--- src/rtl/counter_seq_ctrl.sv ---
// rtl/counter_seq_ctrl.sv - multi-pass sequencer driving an external up/down counter
module counter_seq_ctrl #(
    parameter int N      = 4,
    parameter int PASS_W = 4
) (
    input  logic              clk,
    input  logic              reset,
    input  logic              start,
    input  logic              abort,
    input  logic              dir,
    input  logic [N-1:0]      preset,
    input  logic [PASS_W-1:0] passes,
    input  logic              rco_b,
    output logic              cnt_en_b,
    output logic              cnt_load_b,
    output logic              cnt_up,
    output logic [N-1:0]      cnt_load_in,
    output logic              busy,
    output logic              pass_done,
    output logic              done,
    output logic [PASS_W-1:0] pass_cnt
);

    localparam logic [1:0] S_IDLE = 2'd0;
    localparam logic [1:0] S_LOAD = 2'd1;
    localparam logic [1:0] S_RUN  = 2'd2;
    localparam logic [1:0] S_DONE = 2'd3;

    logic [1:0]        state;
    logic [N-1:0]      preset_q;
    logic              dir_q;
    logic [PASS_W-1:0] passes_q;
    logic [PASS_W-1:0] pass_next;

    assign pass_next = pass_cnt + {{(PASS_W-1){1'b0}}, 1'b1};

    // Sequencer state, latched sequence parameters and pass bookkeeping
    always_ff @(posedge clk) begin
        if (reset) begin
            state     <= S_IDLE;
            preset_q  <= '0;
            dir_q     <= 1'b0;
            passes_q  <= '0;
            pass_cnt  <= '0;
            pass_done <= 1'b0;
        end else begin
            pass_done <= 1'b0;
            case (state)
                S_IDLE: begin
                    if (start) begin
                        preset_q <= preset;
                        dir_q    <= dir;
                        passes_q <= passes;
                        pass_cnt <= '0;
                        // a zero-pass request completes without touching the counter
                        state    <= (passes == '0) ? S_DONE : S_LOAD;
                    end
                end
                S_LOAD: begin
                    state <= abort ? S_IDLE : S_RUN;
                end
                S_RUN: begin
                    // abort wins over a coincident terminal count
                    if (abort) begin
                        state <= S_IDLE;
                    end else if (!rco_b) begin
                        pass_cnt  <= pass_next;
                        pass_done <= 1'b1;
                        state     <= (pass_next == passes_q) ? S_DONE : S_LOAD;
                    end
                end
                S_DONE: begin
                    state <= S_IDLE;
                end
                default: begin
                    state <= S_IDLE;
                end
            endcase
        end
    end

    // Counter controls and status are pure state decodes, never input-dependent
    assign cnt_en_b    = (state != S_RUN);
    assign cnt_load_b  = (state != S_LOAD);
    assign busy        = (state == S_LOAD) || (state == S_RUN);
    assign done        = (state == S_DONE);
    assign cnt_up      = dir_q;
    assign cnt_load_in = preset_q;

endmodule

--- config.mk ---
export PLATFORM = sky130hd
export DESIGN_NAME = counter_seq_ctrl
export DESIGN_NICKNAME = d
export VERILOG_FILES = /design/src/rtl/counter_seq_ctrl.sv
export SDC_FILE = /design/constraint.sdc
export NUM_CORES = 1
export LEC_CHECK = 0
export CORE_UTILIZATION = 39
export CTS_CLUSTER_SIZE = 8
export DETAILED_ROUTE_END_ITERATION = 16
export GPL_TIMING_DRIVEN = 0
export PLACE_DENSITY_LB_ADDON = 0.15
export SLEW_MARGIN = 10
export SYNTH_ARGS = -nofsm -noshare
export SYNTH_HDL_FRONTEND = slang
export SYNTH_SLANG_ARGS = --single-unit
--- constraint.sdc ---
create_clock -name clk -period 2.06 [get_ports clk]
set_input_delay 0.412 -clock clk [delete_from_list [all_inputs] [get_ports clk]]
set_output_delay 0.412 -clock clk [all_outputs]
set_load 0.02 [all_outputs]
---- Word-level counts from Yosys, hierarchy flattened ----
Cells that the tools add are included.
word-level totals
  logic and storage cells ................. 38
  output and inout port bits .............. 14
  bits of input ports ..................... 14
  register bits ........................... 16
cells by class
  equal/unequal tests ..................... 10
  add/sub/neg operators ................... 1
  reduce and logical (&&, ||, !) cells .... 8
  bitwise operators ....................... 1
  muxes and demuxes ....................... 12
operators by type and width
  kind                                                   count
  two-way mux 2 bit                                      6
  two-way mux 4 bit                                      3
  inequality test 2 bit, second input constant           4
  one-hot mux 2 bit (4 select lines)                     1
  one-hot mux 4 bit (2 select lines)                     1
  adder 4 x 1 -> 4 bit, second input constant            1
  == test 2 bit, second input constant                   2
  == test 4 bit                                          1
  zero test 4 bit                                        1
  AND reduction 2 bit                                    2
  AND reduction 4 bit                                    1
  inequality test 3 bit, second input constant           1
  OR reduction 3 bit                                     1
  == test 2 x 1 -> 1 bit, second input constant          1
  zero test 2 bit                                        1
  inequality test 2 x 1 -> 1 bit, second input constant  1
  nonzero test 2 bit                                     1
  logical OR 1 bit                                       1
  two-way mux 1 bit                                      1
  NOT 1 bit                                              1

---- Logic depth before layout (Yosys ltp) ----
  word-level depth ........................ 6
  depth in mapped cells ................... 7
  mapped depth without buffers ............ 6

---- Worst setup path before layout ----
Ideal clock, no wire load.
  path type ............................... register to register
  from .................................... register state[0]
  to ...................................... register pass_cnt[3]
  setup slack ............................. 0.486 ns
  period minus slack after synthesis ...... 1.574 ns
  setup time .............................. 0.132 ns
  buffers on the path ..................... 1
  required time ........................... 1.928 ns
  stages on the path, launching flop included .. 8
  data arrival time ....................... 1.442 ns
  path through ............................ dfxtp_1 -> inv_1 -> ha_1 -> buf_6 -> nor2b_4 -> or3b_4 -> o21ai_1 -> a21oi_1
on the way
  longest elaborated chain between the ends .. 3
  elaborated cells on any way between the ends .. 8
  classes of those cells .................. 4 x eq/ne; 1 x mux; 3 x reduce/logical
RTL lines
  element                                                                              RTL line  source
  start, declared                                                                      29        logic [1:0] state;
  start signal, assigned                                                               56        state <= (passes == '0) ? S_DONE : S_LOAD;
  start signal, assigned                                                               60        state <= abort ? S_IDLE : S_RUN;
  start signal, assigned                                                               69        state <= (pass_next == passes_q) ? S_DONE : S_LOAD;
  == test 2 bit / zero test 2 bit (equally long branches)                              48        case (state)
  inequality test 2 bit (no source line) / nonzero test 2 bit (equally long branches)  -
  AND reduction 4 bit (no source line)                                                 -
  end signal, assigned                                                                 67        pass_cnt <= pass_next;
  end, declared                                                                        21        output logic [PASS_W-1:0] pass_cnt
Parallel ways exist; a longest one is shown, timed or not.
A chain may end at the register's enable or synchronous reset.

---- Final worst setup path ----
  from .................................... register state[0]
  to ...................................... output cnt_en_b
on the way
  longest elaborated chain between the ends .. 1
RTL lines
  element                RTL line  source
  inequality test 2 bit  83        assign cnt_en_b = (state != S_RUN);
  end, declared          14        output logic cnt_en_b,
No other way between the ends.

==> results.py <==
metrics = {
    "drt": {
        "ant_nets_after_route": 0,
        "vias": 787,
        "drt_first_iter_violations": 9,
        "vias_per_cell": 5.013,
        "wirelength_um": 1702,
        "route.detailed.wl_per_inst_um": 10.84,
        "drt_pre_antenna_iters": 4,
        "remaining_drcs": 0,
    },
    "die": {
        "dieArea_mm2": 0.002275,
        "die_h_um": 47.70,
        "total_core_area_mm2": 0.001962,
        "placementRows": 16,
        "die_width_um": 47.70,
        "start_util": 0.4152,
        "floorplan.io_pins": 28,
    },
    "finish": {
        "final_layout_size_suffix_gt1_frac": 0.06154,
        "design.final.nets": 150,
        "antenna_cells": 0,
        "post-route-cell-area_mm2": 0.001145,
        "synthToLayoutAreaGrowth_pct": 40.55,
    },
    "synth": {
        "number_of_nets_produced_by_synthesis": 119,
        "postSynthCellCount": 100,
        "synth_area_um2": 814.5,
        "synth.yosys.seq_area_share": 0.3932,
        "warning_count_from_the_yosys_run": 0,
        "synth_seq_cells": 16,
        "synth_top_area_share": 0.3932,
        "post_synth_main_area_contributors": "sky130_fd_sc_hd__dfxtp_1 39%, sky130_fd_sc_hd__a21oi_1 8.6%, sky130_fd_sc_hd__ha_1 7.7%",
        "post-synth-top-area-cell": "sky130_fd_sc_hd__dfxtp_1",
        "post_synthesis_cell_type_count": 24,
        "synth_area_per_cell_um2": 8.145,
    },
    "clock_tree": {
        "hold_buffers": 0,
        "cts_max_level": 1,
        "cts.path.max_buffers": 2,
        "reg_clk_slew_reported_paths_ns": 0.09,
        "tritoncts_clock_tree": "built",
        "postCtsSetupBuffers": 0,
        "numClockSinks": 16,
        "ctsRootBufferMaster": "sky130_fd_sc_hd__clkbuf_4",
        "clk-insertion-delay-late_ns": 0.28,
        "cts_made_buffers": 3,
    },
    "job": {
        "max-cap-violations": 0,
    },
    "critical_path": {
        "timing_worst_setup_path_type": "reg -> out",
        "setup.worst_path.end_class": "primary output",
        "critPathLaunchType": "flip-flop",
        "worst-endpoint-arrival_ns": 1.48,
        "critical_path_required_ns": 1.65,
        "worstPathMaxFanout": 8,
    },
    "timing": {
        "final_hold_viol_count": 0,
        "final_setup_tns_ns": 0,
        "grt_setup_unrepaired": "no",
        "max-slew-margin-rel": 0.7020,
        "layout_worst_path_cycle_share": 0.9177,
        "fin_worst_hold_slack_ns": 0.4616,
        "fmaxAchievable_mhz": 529.0,
        "skew_ns": 0.001562,
        "worstMarginPinSlew_ns": 0.4470,
        "finalSetupViolCount": 0,
        "final_max_slew_viol_count": 0,
        "period_minus_slack_ns": 1.891,
    },
    "global_routing": {
        "number_of_global_route_vias_before_repair": 702,
        "grt.overflow.total": 0,
        "maximum_number_of_pins_on_one_net_before_global_route_repair": 11,
        "globalRouteTotalUtil": 0.1695,
        "wire_length_of_the_first_global_routing_pass_um": 2753,
        "number_of_antenna_violations_at_the_first_check_in_global_routing": 0,
    },
    "power_and_ir_drop": {
        "static-leakage-power_nw": 0.4423,
        "ir_drop_mv": 0.5092,
        "power.density_mw_per_mm2": 745.1,
    },
    "worst_hold_path": {
        "min_path_type": "in -> reg",
    },
    "placement": {
        "gp_routability_congestion": 0.8176,
        "io_buffers": 26,
        "post_dp_cell_area_mm2": 0.001109,
        "dp_hpwl_um": 1353,
    },
    "run_status": {
        "run_status": "complete, no violations",
    },
}
## critical path: stages (launching register included)
cell	delay (ns)
sky130_fd_sc_hd__dfxtp_1	0.40
sky130_fd_sc_hd__inv_1	0.08
sky130_fd_sc_hd__ha_1	0.29
sky130_fd_sc_hd__inv_1	0.09
sky130_fd_sc_hd__dlygate4sd2_1	0.34
## cells in the final DEF (no fill, tap or decap), types with 2 or more instances in the layout
cell / instances
sky130_fd_sc_hd__a21oi_1: 14
sky130_fd_sc_hd__and2_1: 2
sky130_fd_sc_hd__clkbuf_1: 3
sky130_fd_sc_hd__clkbuf_4: 3
sky130_fd_sc_hd__clkdlybuf4s50_1: 23
sky130_fd_sc_hd__dfxtp_1: 16
sky130_fd_sc_hd__dlygate4sd2_1: 2
sky130_fd_sc_hd__ha_1: 5
sky130_fd_sc_hd__inv_1: 4
sky130_fd_sc_hd__mux2i_1: 2
sky130_fd_sc_hd__nand2_1: 12
sky130_fd_sc_hd__nand2b_1: 2
sky130_fd_sc_hd__nand3_1: 11
sky130_fd_sc_hd__nor2_1: 8
sky130_fd_sc_hd__nor3_1: 3
sky130_fd_sc_hd__o21ai_1: 3
sky130_fd_sc_hd__xnor2_1: 4
sky130_fd_sc_hd__xor2_1: 2
## through the flow
stage               worst slack, ns  power, mW    util  instances
floorplan                    0.4861     0.5539       -        100
global placement             0.2425     0.6560  0.5651        153
detailed placement           0.2229     0.6601  0.5651        153
CTS                         0.05109     0.8621  0.5823        157
global route                0.07179     0.9119  0.5835        157
finish                       0.1695     0.8531  0.5835        157
## routing by layer
layer,up-vias,track usage,part of all wire
li1,401,-,-
met1,358,0.2174,0.47
met2,26,0.2838,0.47
met3,2,0.02264,0.055
met4,0,0.07222,0.0053
met5,-,0,0
## cells in the mapped netlist
| library cell | instances |
|---|---|
| sky130_fd_sc_hd__dfxtp_1 | 16 |
| sky130_fd_sc_hd__a21oi_1 | 14 |
| sky130_fd_sc_hd__nand2_1 | 12 |
| sky130_fd_sc_hd__nand3_1 | 11 |
| sky130_fd_sc_hd__nor2_1 | 8 |
| sky130_fd_sc_hd__ha_1 | 5 |
| sky130_fd_sc_hd__inv_1 | 4 |
| sky130_fd_sc_hd__xnor2_1 | 4 |
| sky130_fd_sc_hd__clkbuf_1 | 3 |
| sky130_fd_sc_hd__nor3_1 | 3 |
| sky130_fd_sc_hd__o21ai_1 | 3 |
| sky130_fd_sc_hd__and2_1 | 2 |
| sky130_fd_sc_hd__mux2i_1 | 2 |
| sky130_fd_sc_hd__nand2b_1 | 2 |
| sky130_fd_sc_hd__xor2_1 | 2 |
| sky130_fd_sc_hd__a211oi_1 | 1 |
| sky130_fd_sc_hd__buf_2 | 1 |
| sky130_fd_sc_hd__buf_6 | 1 |
| sky130_fd_sc_hd__nand3b_1 | 1 |
| sky130_fd_sc_hd__nor2b_1 | 1 |
| sky130_fd_sc_hd__nor2b_4 | 1 |
| sky130_fd_sc_hd__nor4_1 | 1 |
| sky130_fd_sc_hd__o41ai_1 | 1 |
| sky130_fd_sc_hd__or3b_4 | 1 |
## final cells by class
class	count	area, µm²
timing repair buffer	26	260.3
sequential	16	320.3
tap	27	33.78
clock buffer	4	36.28
inverter	4	15.01
fill	202	817.0
multi-input combinational	75	451.7
buffer	5	27.53
## flip-flops by register name (all words and copies together), names as in the netlist
| name | flops |
|---|---|
| cnt_load_in | 4 |
| pass_cnt | 4 |
| passes_q | 4 |
| state | 2 |
| cnt_up | 1 |
| pass_done | 1 |
## logic make-up (layout without fill, tap and decap cells)
| logic type | after synthesis | count (layout) | share of synthesized area |
|---|---|---|---|
| muxes | 2 | 2 | 0.02458 |
| adders and majority gates | 5 | 5 | 0.07680 |
| buffers and inverters | 9 | 39 | 0.05221 |
| AOI/OAI and AO/OA | 19 | 19 | 0.1244 |
| xor gates and xnor gates | 6 | 6 | 0.06452 |
| and+or+nand+nor | 43 | 43 | 0.2642 |
| DFF | 16 | 16 | 0.3932 |
## power by group
| part | switching, mW | total [mW] | internal [mW] |
|---|---|---|---|
| combinational | 0.154 | 0.292 | 0.137 |
| clock | 0.100 | 0.208 | 0.108 |
| sequential | 0.0186 | 0.354 | 0.335 |
## path summary, 6_finish.rpt
path,to,depth (start not counted),from,slack [ns]
min,passes_q[0],2,reset,0.46
min reg2reg,cnt_load_in[1],2,cnt_load_in[1],0.46
max reg2reg,pass_cnt[3],7,state[0],0.36
max,cnt_en_b,4,state[0],0.17
## timing repair
action / in CTS / in global routing
setup endpoints to repair: 2 / 1
resized for setup: 2 / 1
gates cloned: 0 / 0
hold endpoints to repair: 0 / 0
(Power assumes the default switching activity.)
